File: src/rtl/fifo_drain_pkg.sv
// Shared definitions for the FIFO drain arbiter: beat field positions,
// FSM encoding and the default urgency threshold.
package fifo_drain_pkg;

  localparam int SOP_BIT   = 32;
  localparam int EOP_BIT   = 33;
  localparam int EMPTY_LSB = 34;
  localparam int ERR_BIT   = 36;

  localparam int URGENT_LEVEL_DEFAULT = 6;

  typedef enum logic [1:0] {
    IDLE = 2'd0,
    ARB  = 2'd1,
    XFER = 2'd2
  } state_e;

endpackage

File: src/rtl/fifo_drain_arbiter_rr_urgent_picker.sv
// Combinational round-robin picker: the urgent subset of the candidates,
// when non-empty, replaces the full candidate set before the rotating search.
module rr_urgent_picker #(
  parameter int NUM_CH   = 4,
  parameter int CH_WIDTH = 2
) (
  input  logic [NUM_CH-1:0]   cand_i,
  input  logic [NUM_CH-1:0]   urgent_i,
  input  logic [CH_WIDTH-1:0] rr_ptr_i,
  output logic [CH_WIDTH-1:0] grant_o,
  output logic                found_o
);

  // One extra bit so rr_ptr + offset never overflows before the wrap compare.
  localparam int SW = CH_WIDTH + 1;

  logic [NUM_CH-1:0] hot;
  logic [NUM_CH-1:0] pool;
  logic [SW-1:0]     idx;

  assign hot  = cand_i & urgent_i;
  assign pool = (|hot) ? hot : cand_i;

  // NOTE: every variable gets a default at the top of always_comb so no path
  // leaves it unassigned, which would otherwise infer a latch.
  always_comb begin
    found_o = 1'b0;
    grant_o = '0;
    idx     = '0;
    for (int k = 0; k < NUM_CH; k++) begin
      idx = {1'b0, rr_ptr_i} + SW'(k);
      if (idx >= SW'(NUM_CH)) idx = idx - SW'(NUM_CH);
      if (!found_o && pool[idx[CH_WIDTH-1:0]]) begin
        found_o = 1'b1;
        grant_o = idx[CH_WIDTH-1:0];
      end
    end
  end

endmodule

File: src/rtl/fifo_drain_arbiter.sv
// Packet-atomic drain of NUM_CH source FIFOs into one registered Avalon-ST
// output stage; round-robin with fill-level urgency, grant held until eop.
module fifo_drain_arbiter
  import fifo_drain_pkg::*;
#(
  parameter int NUM_CH       = 4,
  parameter int DATA_WIDTH   = 37,
  parameter int FILL_WIDTH   = 4,
  parameter int URGENT_LEVEL = URGENT_LEVEL_DEFAULT,
  parameter int CH_WIDTH     = 2
) (
  input  logic                       clk,
  input  logic                       reset_n,
  input  logic [NUM_CH-1:0]          src_valid,
  input  logic [NUM_CH*DATA_WIDTH-1:0] src_data,
  input  logic [NUM_CH*FILL_WIDTH-1:0] src_fill_level,
  output logic [NUM_CH-1:0]          src_ready,
  output logic                       out_valid,
  output logic [DATA_WIDTH-1:0]      out_data,
  input  logic                       out_ready,
  output logic [CH_WIDTH-1:0]        grant_ch,
  output logic                       busy
);

  state_e                state_q, state_d;
  logic [CH_WIDTH-1:0]   grant_q, grant_d;
  logic [CH_WIDTH-1:0]   rr_ptr_q, rr_ptr_d;
  logic                  out_valid_q;
  logic [DATA_WIDTH-1:0] out_data_q;

  logic [NUM_CH-1:0]     urgent;
  logic [CH_WIDTH-1:0]   pick;
  logic                  pick_found;
  logic                  load_en;
  logic                  xfer_ready;
  logic                  take;
  logic                  sel_valid;
  logic [DATA_WIDTH-1:0] sel_data;

  always_comb begin
    urgent = '0;
    for (int i = 0; i < NUM_CH; i++) begin
      urgent[i] = src_fill_level[i*FILL_WIDTH +: FILL_WIDTH] >= FILL_WIDTH'(URGENT_LEVEL);
    end
  end

  rr_urgent_picker #(
    .NUM_CH   (NUM_CH),
    .CH_WIDTH (CH_WIDTH)
  ) u_picker (
    .cand_i   (src_valid),
    .urgent_i (urgent),
    .rr_ptr_i (rr_ptr_q),
    .grant_o  (pick),
    .found_o  (pick_found)
  );

  always_comb begin
    sel_valid = 1'b0;
    sel_data  = '0;
    for (int i = 0; i < NUM_CH; i++) begin
      if (grant_q == CH_WIDTH'(i)) begin
        sel_valid = src_valid[i];
        sel_data  = src_data[i*DATA_WIDTH +: DATA_WIDTH];
      end
    end
  end

  // Ready is offered whenever the output register can load; it must not
  // depend on src_valid, so a drained FIFO simply sees ready held high.
  assign load_en    = !out_valid_q || out_ready;
  assign xfer_ready = (state_q == XFER) && load_en;
  assign take       = xfer_ready && sel_valid;

  always_comb begin
    src_ready = '0;
    for (int i = 0; i < NUM_CH; i++) begin
      src_ready[i] = xfer_ready && (grant_q == CH_WIDTH'(i));
    end
  end

  always_comb begin
    state_d  = state_q;
    grant_d  = grant_q;
    rr_ptr_d = rr_ptr_q;
    unique case (state_q)
      IDLE: if (|src_valid) state_d = ARB;
      ARB: begin
        if (pick_found) begin
          grant_d = pick;
          state_d = XFER;
        end else begin
          state_d = IDLE;
        end
      end
      XFER: begin
        if (take && sel_data[EOP_BIT]) begin
          rr_ptr_d = (grant_q == CH_WIDTH'(NUM_CH - 1)) ? '0 : grant_q + 1'b1;
          state_d  = IDLE;
        end
      end
      default: state_d = IDLE;
    endcase
  end

  // NOTE: sequential state uses non-blocking assignments so every register
  // samples the pre-edge values regardless of process evaluation order.
  always_ff @(posedge clk or negedge reset_n) begin
    if (!reset_n) begin
      state_q  <= IDLE;
      grant_q  <= '0;
      rr_ptr_q <= '0;
    end else begin
      state_q  <= state_d;
      grant_q  <= grant_d;
      rr_ptr_q <= rr_ptr_d;
    end
  end

  always_ff @(posedge clk or negedge reset_n) begin
    if (!reset_n) begin
      out_valid_q <= 1'b0;
      out_data_q  <= '0;
    end else if (load_en) begin
      out_valid_q <= take;
      if (take) out_data_q <= sel_data;
    end
  end

  assign out_valid = out_valid_q;
  assign out_data  = out_data_q;
  assign grant_ch  = grant_q;
  assign busy      = (state_q == XFER);

endmodule

File: config.mk
export PLATFORM = sky130hd
export DESIGN_NAME = fifo_drain_arbiter
export DESIGN_NICKNAME = d
export VERILOG_FILES = /design/src/rtl/fifo_drain_pkg.sv /design/src/rtl/fifo_drain_arbiter_rr_urgent_picker.sv /design/src/rtl/fifo_drain_arbiter.sv
export SDC_FILE = /design/constraint.sdc
export NUM_CORES = 1
export LEC_CHECK = 0
export BUFFER_PORTS_ARGS = -buffer_cell sky130_fd_sc_hd__buf_2
export CORE_MARGIN = 8
export CORE_UTILIZATION = 42
export CTS_BUF_LIST = sky130_fd_sc_hd__clkbuf_16
export DETAILED_ROUTE_END_ITERATION = 16
export MAX_ROUTING_LAYER = met4
export PLACE_DENSITY = 0.81
export SYNTH_ARGS = -nofsm -noshare
export SYNTH_HDL_FRONTEND = slang
export SYNTH_SLANG_ARGS = --single-unit
File: constraint.sdc
create_clock -name clk -period 2.2 [get_ports clk]
set_input_delay 0 -clock clk [delete_from_list [all_inputs] [get_ports clk]]
set_output_delay 0 -clock clk [all_outputs]
set_load 0.01 [all_outputs]
# Word-level counts from Yosys, hierarchy flattened
# Index checks and enable logic that the tools add are counted.
[totals] regBits=44 inputBits=171 out_inout_bits=45 elab_cells=90
[classes] n_addsub=8 order_cmp=12 n_eq_ne=7 n_mux=34 bitwise_logic=1 n_reduce_logical=23
[op_table] op="two-way mux 37 bit" count=4
[op_table] op="two-way mux 2 bit" count=12
[op_table] op=">= comparator 4 x 3 -> 1 bit, second input constant" count=4
[op_table] op="< comparator 2 x 3 -> 1 bit, second input constant" count=4
[op_table] op="two-way mux 1 bit" count=12
[op_table] op="logical AND 1 bit" count=10
[op_table] op=">= comparator 3 bit, second input constant" count=3
[op_table] op="binary-select mux 1 bit (select 2 bit)" count=4
[op_table] op="AND reduction 2 bit" count=4
[op_table] op="OR reduction 4 bit" count=2
[op_table] op="subtractor 2 x 1 -> 2 bit, second input constant" count=4
[op_table] op="adder 2 x 2 -> 3 bit, second input constant" count=2
[op_table] op="== test 2 bit, second input constant" count=3
[op_table] op="one-hot mux 2 bit (3 select lines)" count=1
[op_table] op="bitwise AND 4 bit" count=1
[op_table] op="== test 2 x 1 -> 1 bit, second input constant" count=2
[op_table] op="zero test 1 bit" count=4
[op_table] op="zero test 2 bit" count=2
[op_table] op="two-way mux 4 bit" count=1
[op_table] op="adder 2 x 1 -> 3 bit, second input constant" count=1
[op_table] op=">= comparator 2 x 3 -> 1 bit, second input constant" count=1
[op_table] op="adder 2 x 1 -> 2 bit, second input constant" count=1
[op_table] op="inequality test 2 x 1 -> 1 bit, second input constant" count=1
[op_table] op="inequality test 2 bit, second input constant" count=1
[op_table] op="logical OR 1 bit" count=1

# Logic depth before layout (Yosys ltp)
# Gate-level depths: netlist of run 1.
[logic_depth] word_depth=18 depth_mapped=10

# Hierarchy
# From an unflattened synthesis of run 1, not the netlist that was laid out.
[unflattened] hier_cells=440 hier_area_um2=3134.3
[modules_own_cells] mod="fifo_drain_arbiter" n_inst=1 cells_per_inst=411 area_each_um2=2962.8 seq_area_each_um2=1101.1
[modules_own_cells] mod="rr_urgent_picker" n_inst=1 cells_per_inst=29 area_each_um2=171.4 seq_area_each_um2=0.0

# Least setup slack after synthesis of run 1
# No wires, ideal clock.
[synth_path] path_kind="register -> register" start="register grant_q[0], in the netlist grant_ch[0]" end="register out_data_q[23], in the netlist out_data[23]" setup_time_ps=134 arrival_ps=1682 slack_ps=384 stages_incl_launch_ff=10 n_path_buf=2 synth_period_minus_slack_ps=1816 path_cell_list="dfrtp_1 inv_1 ha_1 clkbuf_1 clkbuf_1 a21oi_1 a21oi_1 nor2_1 a21oi_1 o21ai_0"
[synth_between] elab_chain_cells=7
[synth_rtl] item="start, declared" line="fifo_drain_arbiter.sv:26" source="logic [CH_WIDTH-1:0] grant_q, grant_d;"
[synth_rtl] item="start signal, assigned" line="fifo_drain_arbiter.sv:115" source="grant_q <= grant_d;"
[synth_rtl] item="zero test 2 bit" line="fifo_drain_arbiter.sv:62" source="if (grant_q == CH_WIDTH'(i)) begin"
[synth_rtl] item="two-way mux 1 bit (4 in a row)" line="fifo_drain_arbiter.sv:62"
[synth_rtl] item="logical AND 1 bit" line="fifo_drain_arbiter.sv:73" source="assign take = xfer_ready && sel_valid;"
[synth_rtl] item="AND reduction 2 bit (no source line)"
[synth_rtl] item="end signal, assigned" line="fifo_drain_arbiter.sv:126" source="if (take) out_data_q <= sel_data;"
[synth_rtl] item="end, declared" line="fifo_drain_arbiter.sv:29" source="logic [DATA_WIDTH-1:0] out_data_q;"
# Several ways; a longest one is shown, not always the timed one.
# A chain may end at the register's enable or synchronous reset.

# Final worst setup path of run 1
[layout_path] start="register grant_q[1], in the netlist grant_ch[1]" end="register out_data_q[16], in the netlist out_data[16]"
# Same word-level chain as after synthesis.

==> impl_metrics.py, run 1 <==
metrics = {
    "outcome": {
        "status": "finished clean",
    },
    "timing": {
        "slew_viol_final": 0,
        "setup_violations": 0,
        "clock.fmax_mhz": 514,
        "grt_setup_unrepaired": "false",
        "skew_ns": 0.00251,
        "setup_ws_ns": 0.254,
        "min_period_over_period_pct": 88.4,
        "fin_crit_ns": 1.95,
        "slew_headroom_pct": 35.1,
        "hold_viol": 0,
        "worstMarginPinSlew_ns": 0.974,
        "tns_ns": 0,
    },
    "cells_and_area": {
        "register_area_um2": 1100,
        "fill_cells": 695,
        "multi_input_area_um2": 1900,
        "final_util_pct": 63.2,
        "nets": 825,
        "syn_to_final_growth_pct": 44.5,
        "fin_cells": 751,
        "drive_gt1_share_pct": 37.6,
    },
    "critical_path": {
        "crit_family": "compound AO/OA/AOI/OAI gates",
        "startpoint_type": "flip-flop",
        "endpoint_kind": "flip-flop",
        "critical_path_arrival_ns": 2.09,
        "cp.required_ns": 2.35,
        "path_class": "flip-flop to flip-flop",
        "path_cells": "inv_1, ha_2, nor2b_1, a221oi_1, o31ai_2, nand2_2, buf_4, o21ai_1",
        "cp_slowest_stage_delay_ns": 0.42,
        "slowest_stage": "dfrtp_1",
        "path_buf_inv": 2,
        "crit_path_max_fanout": 34,
    },
    "yosys": {
        "synth-edff-count": 0,
        "syn_nets": 617,
        "ys_seq_area_share_pct": 34.5,
        "synth_area_per_cell_um2": 7.22,
        "synth_seq_cells": 44,
        "syn_area_um2": 3190,
        "ys_async_sr_fraction_pct": 100,
        "synth_cells": 442,
        "yosys_warnings": 0,
        "synth.distinct_cells": 39,
        "ys.flop_type": "dfrtp_1",
    },
    "power": {
        "powerDensity_nw_per_um2": 1140,
        "p_leak_nw": 2.35,
        "ir_drop_mv": 0.627,
        "p_total_mw": 5.25,
    },
    "clock_tree": {
        "cts_tree": "yes",
        "clk_pin_slew_ns": 0.06,
        "clkLatencyLatePin_ns": 0.27,
        "clk_path_buf_depth": 2,
        "cts_buffers": 5,
        "clockRootBuffer": "clkbuf_16",
        "htreeDepth": 2,
        "clock-sinks": 44,
    },
    "floorplanning": {
        "io_pins": 216,
        "rows": 31,
        "core-area_um2": 7290,
        "start_util_pct": 43.8,
        "fp.dieW_um": 103,
        "die_y_um": 103,
        "die_area_um2": 10600,
    },
    "global_route": {
        "overflow": 0,
        "grt_pass1_wl_um": 17700,
        "grt_max_degree": 45,
        "grt_usage_pct": 21.2,
        "grt_pass1_vias": 3939,
        "grt_antenna_before_repair": 1,
    },
    "drt": {
        "vias": 3929,
        "antenna_left": 0,
        "drt_iter0_markers": 110,
        "routed_wl_um": 11400,
        "wl_per_cell_um": 15.2,
        "drc": 0,
        "drtPass1Iterations": 7,
        "viasPerCell": 5.23,
    },
    "place": {
        "post-place-cells": 728,
        "gp_congestion": 0.870,
        "pre_cts_ws_ns": 0.236,
        "port_buffers": 211,
        "dp_hpwl_um": 9030,
    },
    "flow_run": {
        "drv_cap": 0,
    },
    "min_path": {
        "holdCritPathClass": "input port to flip-flop",
    },
}
-- layer usage --
layer | track usage [%] | vias to the layer above | share of wire (%)
met2 | 39.2 | 166 | 53
met5 | - | - | 0
met1 | 22.2 | 1779 | 38
li1 | - | 1960 | -
met4 | 5.78 | 0 | 2.2
met3 | 4.19 | 24 | 6.7
-- cells in the final DEF, fill, tap and decap left out, types with 2 or more instances in the layout --
master | Yosys | layout
o21ai_0 | 13 | 13
mux2_2 | 4 | 4
nor3_1 | 2 | 2
a22oi_1 | 3 | 3
ha_2 | 0 | 3
inv_1 | 4 | 4
a22oi_2 | 2 | 2
dlygate4sd3_1 | 0 | 14
buf_4 | 3 | 11
nand2_1 | 83 | 82
a21boi_0 | 2 | 2
a21oi_1 | 113 | 113
o32ai_1 | 2 | 2
clkbuf_16 | 0 | 5
nor2b_1 | 3 | 3
a21o_1 | 2 | 2
nand3b_1 | 37 | 37
a21o_2 | 2 | 2
a22o_1 | 2 | 2
dfrtp_1 | 44 | 44
buf_2 | 5 | 211
o21ai_1 | 27 | 27
nor2_1 | 39 | 39
and3_1 | 4 | 4
-- flip-flops by register name (all words and copies together), names as in the netlist --
register / count
grant_ch: 2
out_valid: 1
state_q: 2
out_data: 37
rr_ptr_q: 2
-- logic make-up (layout without fill, tap and decap cells) --
family,after synthesis,after routing,synth area share [%]
AO/OA/AOI/OAI,177,177,30.6
AND/OR/NAND/NOR,173,173,25.7
flip-flops,44,44,34.5
buffers and inverters,40,249,6.20
adder cells (fa/ha/maj),4,4,1.57
multiplexers,4,4,1.41
other,0,1,0
-- power by group --
part / switching [mW] / total [mW] / internal [mW] / leakage (nW)
sequential: 0.189 / 1.31 / 1.12 / 0.570
clock: 0.288 / 0.821 / 0.533 / 0.0814
combinational: 1.81 / 3.12 / 1.31 / 1.70
total: 2.29 / 5.25 / 2.96 / 2.35
-- Yosys cell counts (2+ instances only) --
cell type | number | area, um^2
a21oi_1 | 113 | 566
nand2_1 | 83 | 312
dfrtp_1 | 44 | 1100
nor2_1 | 39 | 146
nand3b_1 | 37 | 278
o21ai_1 | 27 | 135
clkbuf_1 | 19 | 71.3
o21ai_0 | 13 | 65.1
buf_1 | 5 | 18.8
buf_2 | 5 | 25.0
and3_1 | 4 | 25.0
buf_6 | 4 | 45.0
ha_1 | 4 | 50.1
inv_1 | 4 | 15.0
mux2_2 | 4 | 45.0
a22oi_1 | 3 | 22.5
buf_4 | 3 | 22.5
nor2b_1 | 3 | 18.8
a21boi_0 | 2 | 15.0
a21o_1 | 2 | 15.0
a21o_2 | 2 | 17.5
a22o_1 | 2 | 17.5
a22oi_2 | 2 | 25.0
nor3_1 | 2 | 10.0
o32ai_1 | 2 | 17.5
-- repair_timing --
action | 4_1_cts | 5_1_grt
gates resized for setup | 0 | 0
setup buffers | 0 | 0
endpoints found under the hold margin | 57 | 0
hold buffers | 14 | 0
-- tightest hold or removal path: cells and delay by family --
family                 cells  cell delay [ns]
buffers and inverters      1             0.07
AO/OA/AOI/OAI              2             0.16
-- stage by stage --
step	area (um^2)	hold WS, ns
after global routing	4610	0.00879
after global placement	4300	0.208
after floorplan	3190	-0.296
final	4610	0.00227
after CTS	4610	0.000524
after detailed placement	4300	0.224
-- final cells by class --
cell class / count / share of cell area, %
antenna: 1 / 0.0543
inverter: 4 / 0.326
clock inverter: 3 / 0.923
timing repair buffer: 237 / 28.2
multi-input combinational: 358 / 41.2
tap: 99 / 2.69
clock buffer: 5 / 2.71
sequential: 44 / 23.9
-- worst paths after layout --
check,to,cells past startpoint,from,slack (ns)
min in group asynchronous,out_data[13]$_DFFE_PN0P_,2,reset_n,0.43
worst max register to register,out_data[16]$_DFFE_PN0P_,8,grant_ch[1]$_DFFE_PN0P_,0.25
max in group asynchronous,out_data[27]$_DFFE_PN0P_,2,reset_n,1.16
worst min-delay path,out_data[10]$_DFFE_PN0P_,3,src_data[121],0.002
worst max-delay path,out_data[16]$_DFFE_PN0P_,8,grant_ch[1]$_DFFE_PN0P_,0.25
worst min register to register,out_data[33]$_DFFE_PN0P_,2,out_data[33]$_DFFE_PN0P_,0.47
(Power assumes the default switching activity.)
==> run 2: changes to the inputs <==
--- a/config.mk
+++ b/config.mk
@@ -6,12 +6,14 @@
 export NUM_CORES = 1
 export LEC_CHECK = 0
 export BUFFER_PORTS_ARGS = -buffer_cell sky130_fd_sc_hd__buf_2
+export CORE_ASPECT_RATIO = 0.7
 export CORE_MARGIN = 8
 export CORE_UTILIZATION = 42
 export CTS_BUF_LIST = sky130_fd_sc_hd__clkbuf_16
 export DETAILED_ROUTE_END_ITERATION = 16
 export MAX_ROUTING_LAYER = met4
 export PLACE_DENSITY = 0.81
+export REMOVE_ABC_BUFFERS = 1
 export SYNTH_ARGS = -nofsm -noshare
 export SYNTH_HDL_FRONTEND = slang
 export SYNTH_SLANG_ARGS = --single-unit
==> impl_metrics.py, run 2 (synthesis gave the netlist of run 1 again) <==
metrics = {
    "outcome": {
        "status": "finished clean",
    },
    "timing": {
        "slew_viol_final": 0,
        "skew_ns": 0.00674,
        "worstMarginPinSlew_ns": 0.986,
        "setup_violations": 0,
        "fin_crit_ns": 2.02,
        "hold_slack_ns": 0.00206,
        "clock.fmax_mhz": 495,
        "setup_ws_ns": 0.181,
        "slew_headroom_pct": 34.3,
        "hold_viol": 0,
        "min_period_over_period_pct": 91.8,
        "grt_setup_unrepaired": "false",
    },
    "drt": {
        "antenna_left": 0,
        "wl_per_cell_um": 15.4,
        "viasPerCell": 5.23,
        "vias": 3934,
        "drtPass1Iterations": 4,
        "drt_iter0_markers": 154,
        "drc": 0,
        "routed_wl_um": 11600,
    },
    "power": {
        "ir_drop_mv": 0.517,
        "powerDensity_nw_per_um2": 1150,
        "p_leak_nw": 2.35,
        "p_total_mw": 5.30,
    },
    "global_route": {
        "overflow": 0,
        "grt_pass1_wl_um": 18100,
        "grt_pass1_vias": 3874,
        "grt_max_degree": 56,
        "grt_usage_pct": 21.2,
        "grt_antenna_before_repair": 0,
    },
    "cells_and_area": {
        "final_cell_mix": "buf_2, a21oi_1, nand2_1",
        "multi_input_area_um2": 1900,
        "fin_cells": 752,
        "nets": 828,
        "drive_gt1_share_pct": 37.6,
        "register_area_um2": 1100,
        "largest_reg_flops": 37,
        "final_common_cell": "buf_2",
        "syn_to_final_growth_pct": 44.9,
        "diodes": 0,
        "fill_cells": 680,
        "final_util_pct": 63.1,
    },
    "place": {
        "port_buffers": 211,
        "post-place-cells": 728,
        "dp_hpwl_um": 8880,
        "pre_cts_ws_ns": 0.194,
        "gp_congestion": 0.853,
    },
    "critical_path": {
        "startpoint_type": "flip-flop",
        "crit_path_max_fanout": 55,
        "path_class": "flip-flop to flip-flop",
        "crit_family": "buffers and inverters",
        "cpMostUsedCell": "a21oi_1",
        "critical_path_arrival_ns": 2.18,
        "rrSetupSlack_ns": 0.18,
        "cp.required_ns": 2.36,
        "cp_slowest_stage_delay_ns": 0.45,
        "slowest_stage": "dfrtp_1",
        "endpoint_kind": "flip-flop",
        "path_cells": "inv_1, ha_2, buf_4, nand3b_1, a21oi_1, a21oi_1, nor2_1, a21oi_1, o21ai_1",
        "path_buf_inv": 2,
    },
    "min_path": {
        "holdCritPathClass": "input port to flip-flop",
    },
    "floorplanning": {
        "io_pins": 216,
        "start_util_pct": 43.6,
        "core-area_um2": 7320,
        "die_area_um2": 10700,
        "fp.dieW_um": 120,
        "rows": 26,
        "die_y_um": 88.9,
    },
    "clock_tree": {
        "clk_pin_slew_ns": 0.06,
        "cts_tree": "yes",
        "clock-sinks": 44,
        "clk_path_buf_depth": 2,
        "cts_buffers": 5,
        "cts_resized": 0,
        "htreeDepth": 2,
        "post_cts_buffers": 0,
        "clkLatencyLatePin_ns": 0.28,
        "clockRootBuffer": "clkbuf_16",
        "postCtsHoldBufs": 16,
    },
    "flow_run": {
        "drv_cap": 0,
    },
}
==> run 2: changes by cell type in the layout (fill, tap and decap cells not counted) <==
cell,change
buf_12,-1
buf_4,+2
diode_2,-1
dlygate4sd3_1,+2
==> run 2: layer usage <==
| layer | vias to the layer above | wire length, um | global-route usage (%) |
|---|---|---|---|
| met5 | - | 0 | - |
| met4 | 0 | 185 | 5.98 |
| met3 | 16 | 1320 | 7.95 |
| met2 | 174 | 5410 | 35.9 |
| met1 | 1777 | 4650 | 23.4 |
| li1 | 1967 | - | - |
==> run 2: path summary, 6_finish.rpt <==
path / startpoint / to / cells after the start
min reg2reg: state_q[1]$_DFFE_PN0P_ / state_q[0]$_DFFE_PN0P_ / 1
min: src_data[111] / out_data[0]$_DFFE_PN0P_ / 3
max: grant_ch[1]$_DFFE_PN0P_ / out_data[31]$_DFFE_PN0P_ / 9
min in group asynchronous: reset_n / out_data[5]$_DFFE_PN0P_ / 2
max reg2reg: grant_ch[1]$_DFFE_PN0P_ / out_data[31]$_DFFE_PN0P_ / 9
max in group asynchronous: reset_n / out_valid$_DFFE_PN0P_ / 2
==> run 2: area by class of cell <==
type	instances	share of cell area, %
timing repair buffer	240	28.4
clock inverter	3	0.920
multi-input combinational	358	41.1
sequential	44	23.8
inverter	4	0.325
clock buffer	5	2.71
tap	98	2.65
==> run 2: report_power, final <==
| group | internal [mW] | switching, mW |
|---|---|---|
| clock | 0.533 | 0.301 |
| combinational | 1.31 | 1.85 |
| sequential | 1.12 | 0.188 |
==> run 2: through the flow <==
step,setup TNS [ns],instance area [um^2]
6_report,0,4620
3_5_place_dp,0,4290
2_1_floorplan,-62.27,3010
5_1_grt,0,4620
3_3_place_gp,0,4290
4_1_cts,0,4620
==> run 2: worst register-to-register path, delay by kind of cell (launching register included) <==
family	cells	cell delay [ns]
and+or+nand+nor	2	0.25
DFF	1	0.45
AOI/OAI and AO/OA	4	0.43
adders and majority gates	1	0.22
buffers and inverters	2	0.54
==> run 3: changes to the inputs <==
==> constraint.sdc (replaced) <==
create_clock -name clk -period 1.9 [get_ports clk]
set_input_delay 0 -clock clk [delete_from_list [all_inputs] [get_ports clk]]
set_output_delay 0 -clock clk [all_outputs]
set_load 0.01 [all_outputs]
==> impl_metrics.py, run 3 (synthesis gave the netlist of run 1 again) <==
metrics = {
    "floorplanning": {
        "die_y_um": 88.9,
        "die_area_um2": 10700,
        "core-area_um2": 7320,
        "fp.dieW_um": 120,
        "io_pins": 216,
        "start_util_pct": 43.6,
        "rows": 26,
    },
    "cells_and_area": {
        "largest_reg_flops": 37,
        "diodes": 0,
        "fill_cells": 616,
        "syn_to_final_growth_pct": 52.7,
        "final_common_cell": "buf_2",
        "nets": 838,
        "drive_gt1_share_pct": 41.1,
        "final_cell_mix": "buf_2, a21oi_1, nand2_1",
    },
    "timing": {
        "tns_ns": -0.00414,
        "slew_viol_final": 0,
        "hold_viol": 1,
        "setup_ws_ns": -0.00235,
        "slew_headroom_pct": 68.3,
        "hold_slack_ns": -0.000646,
        "clock.fmax_mhz": 526,
        "grt_setup_unrepaired": "true",
        "setup_violations": 2,
        "fin_crit_ns": 1.90,
        "worstMarginPinSlew_ns": 0.476,
        "skew_ns": 0.00205,
        "min_period_over_period_pct": 100,
    },
    "place": {
        "gp_congestion": 0.946,
        "dp_hpwl_um": 8970,
        "port_buffers": 211,
    },
    "drt": {
        "vias": 3983,
        "antenna_left": 0,
        "drc": 0,
        "wl_per_cell_um": 16.6,
        "drt_iter0_markers": 167,
        "routed_wl_um": 12600,
        "drtPass1Iterations": 4,
        "viasPerCell": 5.25,
    },
    "critical_path": {
        "cp.required_ns": 2.09,
        "reg2reg_depth": 8,
        "critical_path_arrival_ns": 2.09,
        "path_class": "flip-flop to flip-flop",
        "crit_path_max_fanout": 9,
        "endpoint_kind": "flip-flop",
        "startpoint_type": "flip-flop",
    },
    "clock_tree": {
        "cts_buffers": 5,
        "clk_pin_slew_ns": 0.06,
        "clockRootBuffer": "clkbuf_16",
        "cts_tree": "yes",
        "clock-sinks": 44,
        "htreeDepth": 2,
        "clk_path_buf_depth": 2,
        "clkLatencyLatePin_ns": 0.27,
    },
    "power": {
        "p_switching_mw": 2.97,
        "ir_drop_mv": 0.681,
        "p_leak_nw": 2.47,
        "p_seq_share_pct": 22.5,
        "switching_share_pct": 44.2,
        "internal-power_mw": 3.75,
        "p_total_mw": 6.71,
        "clockPowerShare_pct": 11.4,
        "comb_power_share_pct": 66.1,
        "powerDensity_nw_per_um2": 1380,
    },
    "global_route": {
        "grt_pass1_wl_um": 18100,
        "grt_antenna_before_repair": 0,
        "grt_max_degree": 61,
        "grt_pass1_vias": 3775,
        "overflow": 0,
        "grt_usage_pct": 21.3,
    },
    "outcome": {
        "status": "finished with violations",
        "violations": "negative hold slack, negative setup slack",
    },
    "min_path": {
        "holdCritPathClass": "input port to flip-flop",
        "whs_path_depth": 3,
    },
    "flow_run": {
        "drv_cap": 0,
    },
}
==> run 3: cell count changes in the layout (fill, tap and decap cells not counted), sizes merged <==
cell,previous run,this run
bufinv,1,0
nand2,83,84
buf,224,238
clkinv,2,0
dlygate4sd3,16,7
clkbuf,5,9
==> run 3: area by class of cell <==
cell class	instances	area, um^2	area share [%]
tap	98	123	2.52
sequential	44	1100	22.6
multi-input combinational	359	2000	41.0
inverter	4	15.0	0.308
clock buffer	5	125	2.57
timing repair buffer	249	1510	31.0
==> run 3: final timing paths <==
check                                           endpoint  slack [ns]               startpoint
worst min-delay path            out_data[36]$_DFFE_PN0P_     -0.0006            src_data[147]
worst max-delay path            out_data[29]$_DFFE_PN0P_      -0.002  grant_ch[1]$_DFFE_PN0P_
max in group asynchronous       out_data[23]$_DFFE_PN0P_        1.42                  reset_n
worst max register to register  out_data[29]$_DFFE_PN0P_      -0.002  grant_ch[1]$_DFFE_PN0P_
min in group asynchronous        out_data[6]$_DFFE_PN0P_        0.27                  reset_n
worst min register to register    state_q[0]$_DFFE_PN0P_        0.47   state_q[1]$_DFFE_PN0P_
==> run 3: repair_timing <==
item / 4_1_cts / 5_1_grt
resized for setup: 1 / 21
endpoints found under the setup margin: 2 / 30
pin swaps: 0 / 4
gates cloned: 0 / 10
hold buffers: 7 / 0
buffers inserted: 0 / 7
hold endpoints to repair: 50 / 0
==> run 3: metal layers <==
| metal | track usage (%) | vias up | routed length [um] |
|---|---|---|---|
| li1 | - | 1995 | - |
| met1 | 25.1 | 1781 | 5250 |
| met2 | 34.8 | 191 | 5900 |
| met3 | 7.26 | 16 | 1240 |
| met4 | 5.19 | 0 | 178 |
| met5 | - | - | 0 |
==> run 3: stage by stage <==
step | instances | setup WS [ns] | area (um^2) | hold WS, ns | utilization (%)
2_1_floorplan | 406 | -1.94 | 3010 | -0.296 | -
3_3_place_gp | 730 | 0.113 | 4360 | -0.00719 | 59.6
6_report | 759 | -0.00235 | 4870 | -0.000646 | 66.6
5_1_grt | 759 | -0.0701 | 4870 | 0.00767 | 66.6
4_1_cts | 742 | 0.0416 | 4560 | 0.000545 | 62.3
3_5_place_dp | 730 | -0.0277 | 4360 | 0.00169 | 59.6
==> run 3: power by group through the flow <==
stage	Sequential [mW]	Clock, mW	Combinational [mW]
floorplan	1.65	0	2.25
global placement	1.49	0	3.66
detailed placement	1.51	0	3.76
CTS	1.50	0.787	3.80
global route	1.56	0.826	4.93
finish	1.51	0.764	4.44
==> run 3: critical path, stage by stage (launching register included) <==
cell and delay [ns]:
dfrtp_1 0.40, buf_6 0.14, ha_4 0.17, nor2b_4 0.12, o31ai_2 0.30, buf_4 0.23, nand2_8 0.10, clkbuf_16 0.20
o21ai_0 0.16
